==> config.mk <==
export PLATFORM = sky130hd
export DESIGN_NAME = transposer_col_drain
export DESIGN_NICKNAME = d
export VERILOG_FILES = /design/src/rtl/transposer_col_drain.sv
export SDC_FILE = /design/constraint.sdc
export NUM_CORES = 2
export LEC_CHECK = 0
export ABC_AREA = 1
export CORE_MARGIN = 1
export CORE_UTILIZATION = 40
export DETAILED_ROUTE_END_ITERATION = 10
export PLACE_DENSITY = 0.56
export SETUP_SLACK_MARGIN = 0.05
export SKIP_CTS_REPAIR_TIMING = 1
export SYNTH_ARGS = -nofsm -noshare
export SYNTH_HDL_FRONTEND = slang
export SYNTH_MEMORY_MAX_BITS = 65536
export SYNTH_SLANG_ARGS = --single-unit
export TNS_END_PERCENT = 100
==> constraint.sdc <==
create_clock -name clk -period 9.9 [get_ports clk]
set_clock_uncertainty 0.1 [all_clocks]
set_input_delay 1.98 -clock clk [delete_from_list [all_inputs] [get_ports clk]]
set_output_delay 1.98 -clock clk [all_outputs]
set_load 0.05 [all_outputs]
==> src/rtl/transposer_col_drain.sv <==
// Receive side of the always-valid transposer column stream. It counts row beats to locate each tile,
// captures DIM columns per tile into a FIFO, and re-issues them on valid/ready with a tile-last marker.
// Optional feature macro: TRANSPOSER_DRAIN_TILE_ID_EN (adds out_tile_id and a per-entry tile counter).
module transposer_col_drain #(
  parameter int DIM   = 16,
  parameter int W     = 8,
  parameter int LAT   = 2,
  parameter int DEPTH = 32
) (
  input  logic                     clk,
  input  logic                     rst,
  input  logic                     in_row_valid,
  input  logic [DIM*W-1:0]         in_col_data,
  output logic                     out_valid,
  output logic [DIM*W-1:0]         out_data,
  output logic                     out_last,
  input  logic                     out_ready,
  output logic                     overflow,
  output logic [$clog2(DEPTH):0]   fifo_count
`ifdef TRANSPOSER_DRAIN_TILE_ID_EN
  ,
  output logic [7:0]               out_tile_id
`endif
);

  localparam int CW   = (DIM > 1) ? $clog2(DIM) : 1;
  localparam int PW   = $clog2(LAT + 1);
  localparam int AW   = $clog2(DEPTH);
  localparam int PTRW = AW + 1;
  localparam int DW   = DIM * W;
`ifdef TRANSPOSER_DRAIN_TILE_ID_EN
  localparam int EW   = DW + 1 + 8;
`else
  localparam int EW   = DW + 1;
`endif

  localparam logic [CW-1:0]   LAST_IDX = CW'(DIM - 1);
  localparam logic [PW-1:0]   LAT_V    = PW'(LAT);
  localparam logic [PW-1:0]   PEND_ONE = PW'(1);
  localparam logic [PTRW-1:0] DEPTH_V  = PTRW'(DEPTH);

  // Handshake: a head entry transfers on any rising edge where out_valid && out_ready;
  // out_valid never drops and out_data/out_last never change until that transfer happens.

  logic [CW-1:0]   row_cnt_q, row_cnt_d;
  logic [PW-1:0]   pend_q, pend_d;
  logic            drain_q, drain_d;
  logic [CW-1:0]   col_idx_q, col_idx_d;
  logic [PTRW-1:0] wr_ptr_q, wr_ptr_d;
  logic [PTRW-1:0] rd_ptr_q, rd_ptr_d;
  logic            out_valid_q, out_valid_d;
  logic [DW-1:0]   out_data_q, out_data_d;
  logic            out_last_q, out_last_d;
  logic            overflow_q, overflow_d;
`ifdef TRANSPOSER_DRAIN_TILE_ID_EN
  logic [7:0]      tile_cnt_q, tile_cnt_d;
  logic [7:0]      out_tile_id_q, out_tile_id_d;
`endif

  logic [EW-1:0]   mem_q [DEPTH];

  logic            wrap;
  logic            push;
  logic [CW-1:0]   cur_idx;
  logic            col_last;
  logic [PTRW-1:0] count;
  logic            full;
  logic            pop;
  logic            wr_en;
  logic [EW-1:0]   push_word;
  logic [EW-1:0]   head_word;

  always_comb begin
    row_cnt_d   = row_cnt_q;
    pend_d      = pend_q;
    drain_d     = drain_q;
    col_idx_d   = col_idx_q;
    wr_ptr_d    = wr_ptr_q;
    rd_ptr_d    = rd_ptr_q;
    out_valid_d = out_valid_q;
    out_data_d  = out_data_q;
    out_last_d  = out_last_q;
    overflow_d  = overflow_q;
`ifdef TRANSPOSER_DRAIN_TILE_ID_EN
    tile_cnt_d    = tile_cnt_q;
    out_tile_id_d = out_tile_id_q;
`endif

    wrap = in_row_valid && (row_cnt_q == LAST_IDX);
    if (in_row_valid) begin
      row_cnt_d = wrap ? '0 : row_cnt_q + 1'b1;
    end

    // The pend timer re-arms on a wrap even while a window is draining.
    if (wrap) begin
      pend_d = LAT_V;
    end else if (pend_q != '0) begin
      pend_d = pend_q - 1'b1;
    end

    push     = (pend_q == PEND_ONE) || drain_q;
    cur_idx  = drain_q ? col_idx_q : '0;
    col_last = (cur_idx == LAST_IDX);
    if (push) begin
      drain_d   = !col_last;
      col_idx_d = col_last ? '0 : cur_idx + 1'b1;
    end

    count = wr_ptr_q - rd_ptr_q;
    full  = (count == DEPTH_V);
    pop   = out_valid_q && out_ready;
    wr_en = push && (!full || pop);

    if (push && full && !pop) begin
      overflow_d = 1'b1;
    end

`ifdef TRANSPOSER_DRAIN_TILE_ID_EN
    push_word = {tile_cnt_q, col_last, in_col_data};
    if (push && col_last) begin
      tile_cnt_d = tile_cnt_q + 8'd1;
    end
`else
    push_word = {col_last, in_col_data};
`endif

    if (wr_en) begin
      wr_ptr_d = wr_ptr_q + 1'b1;
    end
    if (pop) begin
      rd_ptr_d = rd_ptr_q + 1'b1;
    end

    // Bypass covers the entry being written this cycle becoming the next head.
    head_word   = (wr_en && (wr_ptr_q == rd_ptr_d)) ? push_word : mem_q[rd_ptr_d[AW-1:0]];
    out_valid_d = (wr_ptr_d != rd_ptr_d);
    if (out_valid_d) begin
      out_data_d = head_word[DW-1:0];
      out_last_d = head_word[DW];
`ifdef TRANSPOSER_DRAIN_TILE_ID_EN
      out_tile_id_d = head_word[EW-1 -: 8];
`endif
    end
  end

  always_ff @(posedge clk or negedge rst) begin
    if (!rst) begin
      row_cnt_q   <= '0;
      pend_q      <= '0;
      drain_q     <= 1'b0;
      col_idx_q   <= '0;
      wr_ptr_q    <= '0;
      rd_ptr_q    <= '0;
      out_valid_q <= 1'b0;
      out_data_q  <= '0;
      out_last_q  <= 1'b0;
      overflow_q  <= 1'b0;
`ifdef TRANSPOSER_DRAIN_TILE_ID_EN
      tile_cnt_q    <= '0;
      out_tile_id_q <= '0;
`endif
    end else begin
      row_cnt_q   <= row_cnt_d;
      pend_q      <= pend_d;
      drain_q     <= drain_d;
      col_idx_q   <= col_idx_d;
      wr_ptr_q    <= wr_ptr_d;
      rd_ptr_q    <= rd_ptr_d;
      out_valid_q <= out_valid_d;
      out_data_q  <= out_data_d;
      out_last_q  <= out_last_d;
      overflow_q  <= overflow_d;
`ifdef TRANSPOSER_DRAIN_TILE_ID_EN
      tile_cnt_q    <= tile_cnt_d;
      out_tile_id_q <= out_tile_id_d;
`endif
    end
  end

  always_ff @(posedge clk) begin
    if (wr_en) begin
      mem_q[wr_ptr_q[AW-1:0]] <= push_word;
    end
  end

  assign out_valid  = out_valid_q;
  assign out_data   = out_data_q;
  assign out_last   = out_last_q;
  assign overflow   = overflow_q;
  assign fifo_count = count;
`ifdef TRANSPOSER_DRAIN_TILE_ID_EN
  assign out_tile_id = out_tile_id_q;
`endif

  a_head_stable: assert property (@(posedge clk) disable iff (!rst)
    (out_valid_q && !out_ready) |=> (out_valid_q && $stable(out_data_q) && $stable(out_last_q)));

  a_count_bound: assert property (@(posedge clk) disable iff (!rst) count <= DEPTH_V);

endmodule
==> results.sh <==
export IMPL_synth_compound_area_share_pct=6.334
export IMPL_stdcell_count=21210
export IMPL_layout_commonest_cell="edfxtp_1"
export IMPL_cts_tree="built"
export IMPL_fin_ws_ns=3.201
export IMPL_ys_warn_count=0
export IMPL_rsz0062_at_grt="false"
export IMPL_initial_core_util_pct=40.15
export IMPL_setup_viol=0
export IMPL_synth_largest_area_cell="edfxtp_1"
export IMPL_tightest_slew_ns=1.372
export IMPL_crit_path_frequent_cell="nand2_1"
export IMPL_cp_max_fo=94
export IMPL_path_cells="clkdlybuf4s50_1 > nand2_2 > inv_2 > nand2_8 > nor2_2 > nand2_1 > nand2_8 > nand2_1 > nand2_1 > inv_2 > nand2_1 > nand2_1 > inv_2 > nand3_1 > nor2_4 > buf_12 > nand2_8 > buf_4 > nand2_1 > nand2_1"
export IMPL_leakage_nw=73.94
export IMPL_num_vias=115200
export IMPL_clkLatencyLatePin_ns=1.02
export IMPL_grt_start_max_net_pins=214
export IMPL_clockRootBuffer="clkbuf_16"
export IMPL_core_sq_um=441100
export IMPL_crit_slowest_cell="nand2_8"
export IMPL_synthXorXnorAreaFrac_pct=0.06428
export IMPL_status="completed"
export IMPL_dp_cells=20350
export IMPL_avgSynthCellArea_sq_um=11.88
export IMPL_cts_max_level=5
export IMPL_dp_hpwl_um=247800
export IMPL_worstPathRequired_ns=10.68
export IMPL_ant_nets=0
export IMPL_cts_made_buffers=452
export IMPL_final_cell_mix="edfxtp_1 (4128), nand2_1 (3990), nand3_1 (2227), inv_1 (1581), o211ai_1 (1224)"
export IMPL_worstHoldPathType="register to register"
export IMPL_dieHeight_um=667.5
export IMPL_place_congestion=0.7462
export IMPL_post_route_drc_count=0
export IMPL_synthesis_area_sq_um=177100
export IMPL_syn_num_nets=15060
export IMPL_grt_pass1_vias=107400
export IMPL_synth_top_cell_area_share_pct=69.98
export IMPL_synth_adder_area_share_pct=0.1102
export IMPL_synth_distinct_cells=33
export IMPL_die_area_sq_um=445500
export IMPL_grt_overflow_total=0
export IMPL_cts_path_max_buffers=4
export IMPL_cp_end_kind="register"
export IMPL_io_buffers=268
export IMPL_grt_first_pass_wirelength_um=780100
export IMPL_syn_to_final_growth_pct=13.26
export IMPL_wl_per_cell_um=25.67
export IMPL_syn_inst=14920
export IMPL_cpPeakStageDelay_ns=0.79
export IMPL_drt_iter0_markers=11960
export IMPL_synthMuxAreaShare_pct=0.006357
export IMPL_fmax_mhz=149.3
export IMPL_drt_first_pass_iters=6
export IMPL_antenna_found_initial=44
export IMPL_ios=269
export IMPL_cap_violations=0
export IMPL_slew_violations=0
export IMPL_grtUsageTotal_pct=23.95
export IMPL_final_hold_viol_count=0
export IMPL_yosys_area_share_simple_pct=15.48
export IMPL_drive_above_1_share_pct=6.167
export IMPL_setup_tns_ns=0
export IMPL_nFillCells=39640
export IMPL_power_density_nw_per_um2=314.3
export IMPL_start_kind="input port"
export IMPL_vdd_drop_max_v=0.0004184
export IMPL_max_slew_margin_pct=8.310
export IMPL_path_clk_slew_ns=0.06
export IMPL_period_minus_slack_ns=6.699
export IMPL_ys_ff_latch=4282
export IMPL_fin_nets=15050
export IMPL_clock_sinks=4282
export IMPL_finalWirelength_um=544400
export IMPL_preCtsSetupSlack_ns=2.134
export IMPL_criticalPathCategory="input port to register"
export IMPL_die_x_um=667.5
export IMPL_viasPerCell=5.431
export IMPL_ys_seq_area_share_pct=72.15
export IMPL_num_rows=244
export IMPL_final_period_utilization_pct=67.66
export IMPL_synth_top_family_by_area="simple AND/OR/NAND/NOR gates"
export IMPL_synth_area_leaders="edfxtp_1 (70%), nand2_1 (8.5%), nand3_1 (6.3%)"
export IMPL_arrival_ns=7.48
-- layout make-up --
cell class                      count  area, sq um  share of cell area, %
Timing Repair Buffer              500         5313                  2.648
Sequential cell                  4282       127800                  63.70
Inverter                         1597         6040                  3.010
Tap cell                         5904         7387                  3.682
Clock buffer                      640        12490                  6.225
Antenna cell                        9        22.52                0.01123
Clock inverter                    203         2268                  1.131
Multi-Input combinational cell   8070        39300                  19.59
-- power breakdown --
| group | internal [W] | switching (W) | leakage, nW | total, W |
|---|---|---|---|---|
| Sequential | 0.0224 | 0.000820 | 39.0 | 0.0232 |
| Clock | 0.00967 | 0.00720 | 7.17 | 0.0169 |
| Combinational | 0.00607 | 0.0169 | 27.7 | 0.0230 |
| Total | 0.0381 | 0.0250 | 73.9 | 0.0631 |
-- synthesized netlist by cell type --
| master | number |
|---|---|
| a21oi_1 | 199 |
| nand3_1 | 2227 |
| nand4_1 | 3 |
| o211ai_1 | 1224 |
| nand3b_1 | 129 |
| nor3_1 | 3 |
| nand2_1 | 3994 |
| clkbuf_4 | 1 |
| buf_4 | 19 |
| buf_2 | 461 |
| nand3_2 | 2 |
| fa_1 | 1 |
| buf_1 | 105 |
| nor2_2 | 2 |
| dfrtp_1 | 154 |
| nand2_2 | 5 |
| o21ai_0 | 202 |
| nor2_4 | 2 |
| buf_6 | 11 |
| o21bai_1 | 1 |
| inv_2 | 12 |
| inv_1 | 1582 |
| xnor2_1 | 3 |
| nand2_4 | 3 |
| nor4_1 | 1 |
| clkbuf_1 | 371 |
| ha_1 | 14 |
| o21ai_2 | 2 |
| edfxtp_1 | 4128 |
| mux2_2 | 1 |
| xor2_1 | 10 |
| clkinv_1 | 3 |
| nor2_1 | 42 |
-- flip-flops by register name, summed over array words and instances (netlist names), 2 cells and up --
name,flops
out_data,128
pend_q,2
row_cnt_q,4
rd_ptr_q,6
col_idx_q,4
mem_q,4128
wr_ptr_q,6
-- cells by family (layout without fill, tap and decap cells) --
| group | after synthesis | after routing |
|---|---|---|
| AO/OA/AOI/OAI | 1628 | 1628 |
| XOR/XNOR | 13 | 13 |
| AND/OR/NAND/NOR | 6413 | 6413 |
| buffers and inverters | 2565 | 2940 |
| adder cells (fa/ha/maj) | 15 | 15 |
| other | 0 | 9 |
| multiplexers | 1 | 1 |
| flip-flops | 4282 | 4282 |
-- per-layer routing --
layer	global-route usage, %	wire [um]
met1	33.65	235600
met5	0	168
met2	39.23	255800
met4	6.772	16270
met3	2.881	36600
-- worst max-delay path: cells and delay by family --
family / cells / cell delay [ns]
and+or+nand+nor: 14 / 3.30
buffers and inverters: 6 / 1.98
-- per-stage QoR --
step	util (%)	cell area, sq um	power (W)	hold slack [ns]
5_1_grt	45.48	200600	0.06617	0.4136
3_3_place_gp	42.11	185800	0.04647	0.3701
4_1_cts	45.48	200600	0.06337	0.3938
3_5_place_dp	42.13	185900	0.04658	0.3850
6_report	45.48	200600	0.06307	0.4007
2_1_floorplan	-	177100	0.03834	0.3534
-- final timing paths --
check                            start      endpoint  slack (ns)  cells past startpoint
max in group asynchronous          rst  out_data[59]        7.46                      2
max reg2reg                  out_valid  out_data[60]        4.24                     19
max                          out_ready  out_data[60]        3.20                     20
min in group asynchronous          rst  row_cnt_q[2]        0.80                      1
min                        rd_ptr_q[5]   rd_ptr_q[5]        0.40                      1
min reg2reg                rd_ptr_q[5]   rd_ptr_q[5]        0.40                      1
No activity file was read; power rests on OpenSTA's default activity.
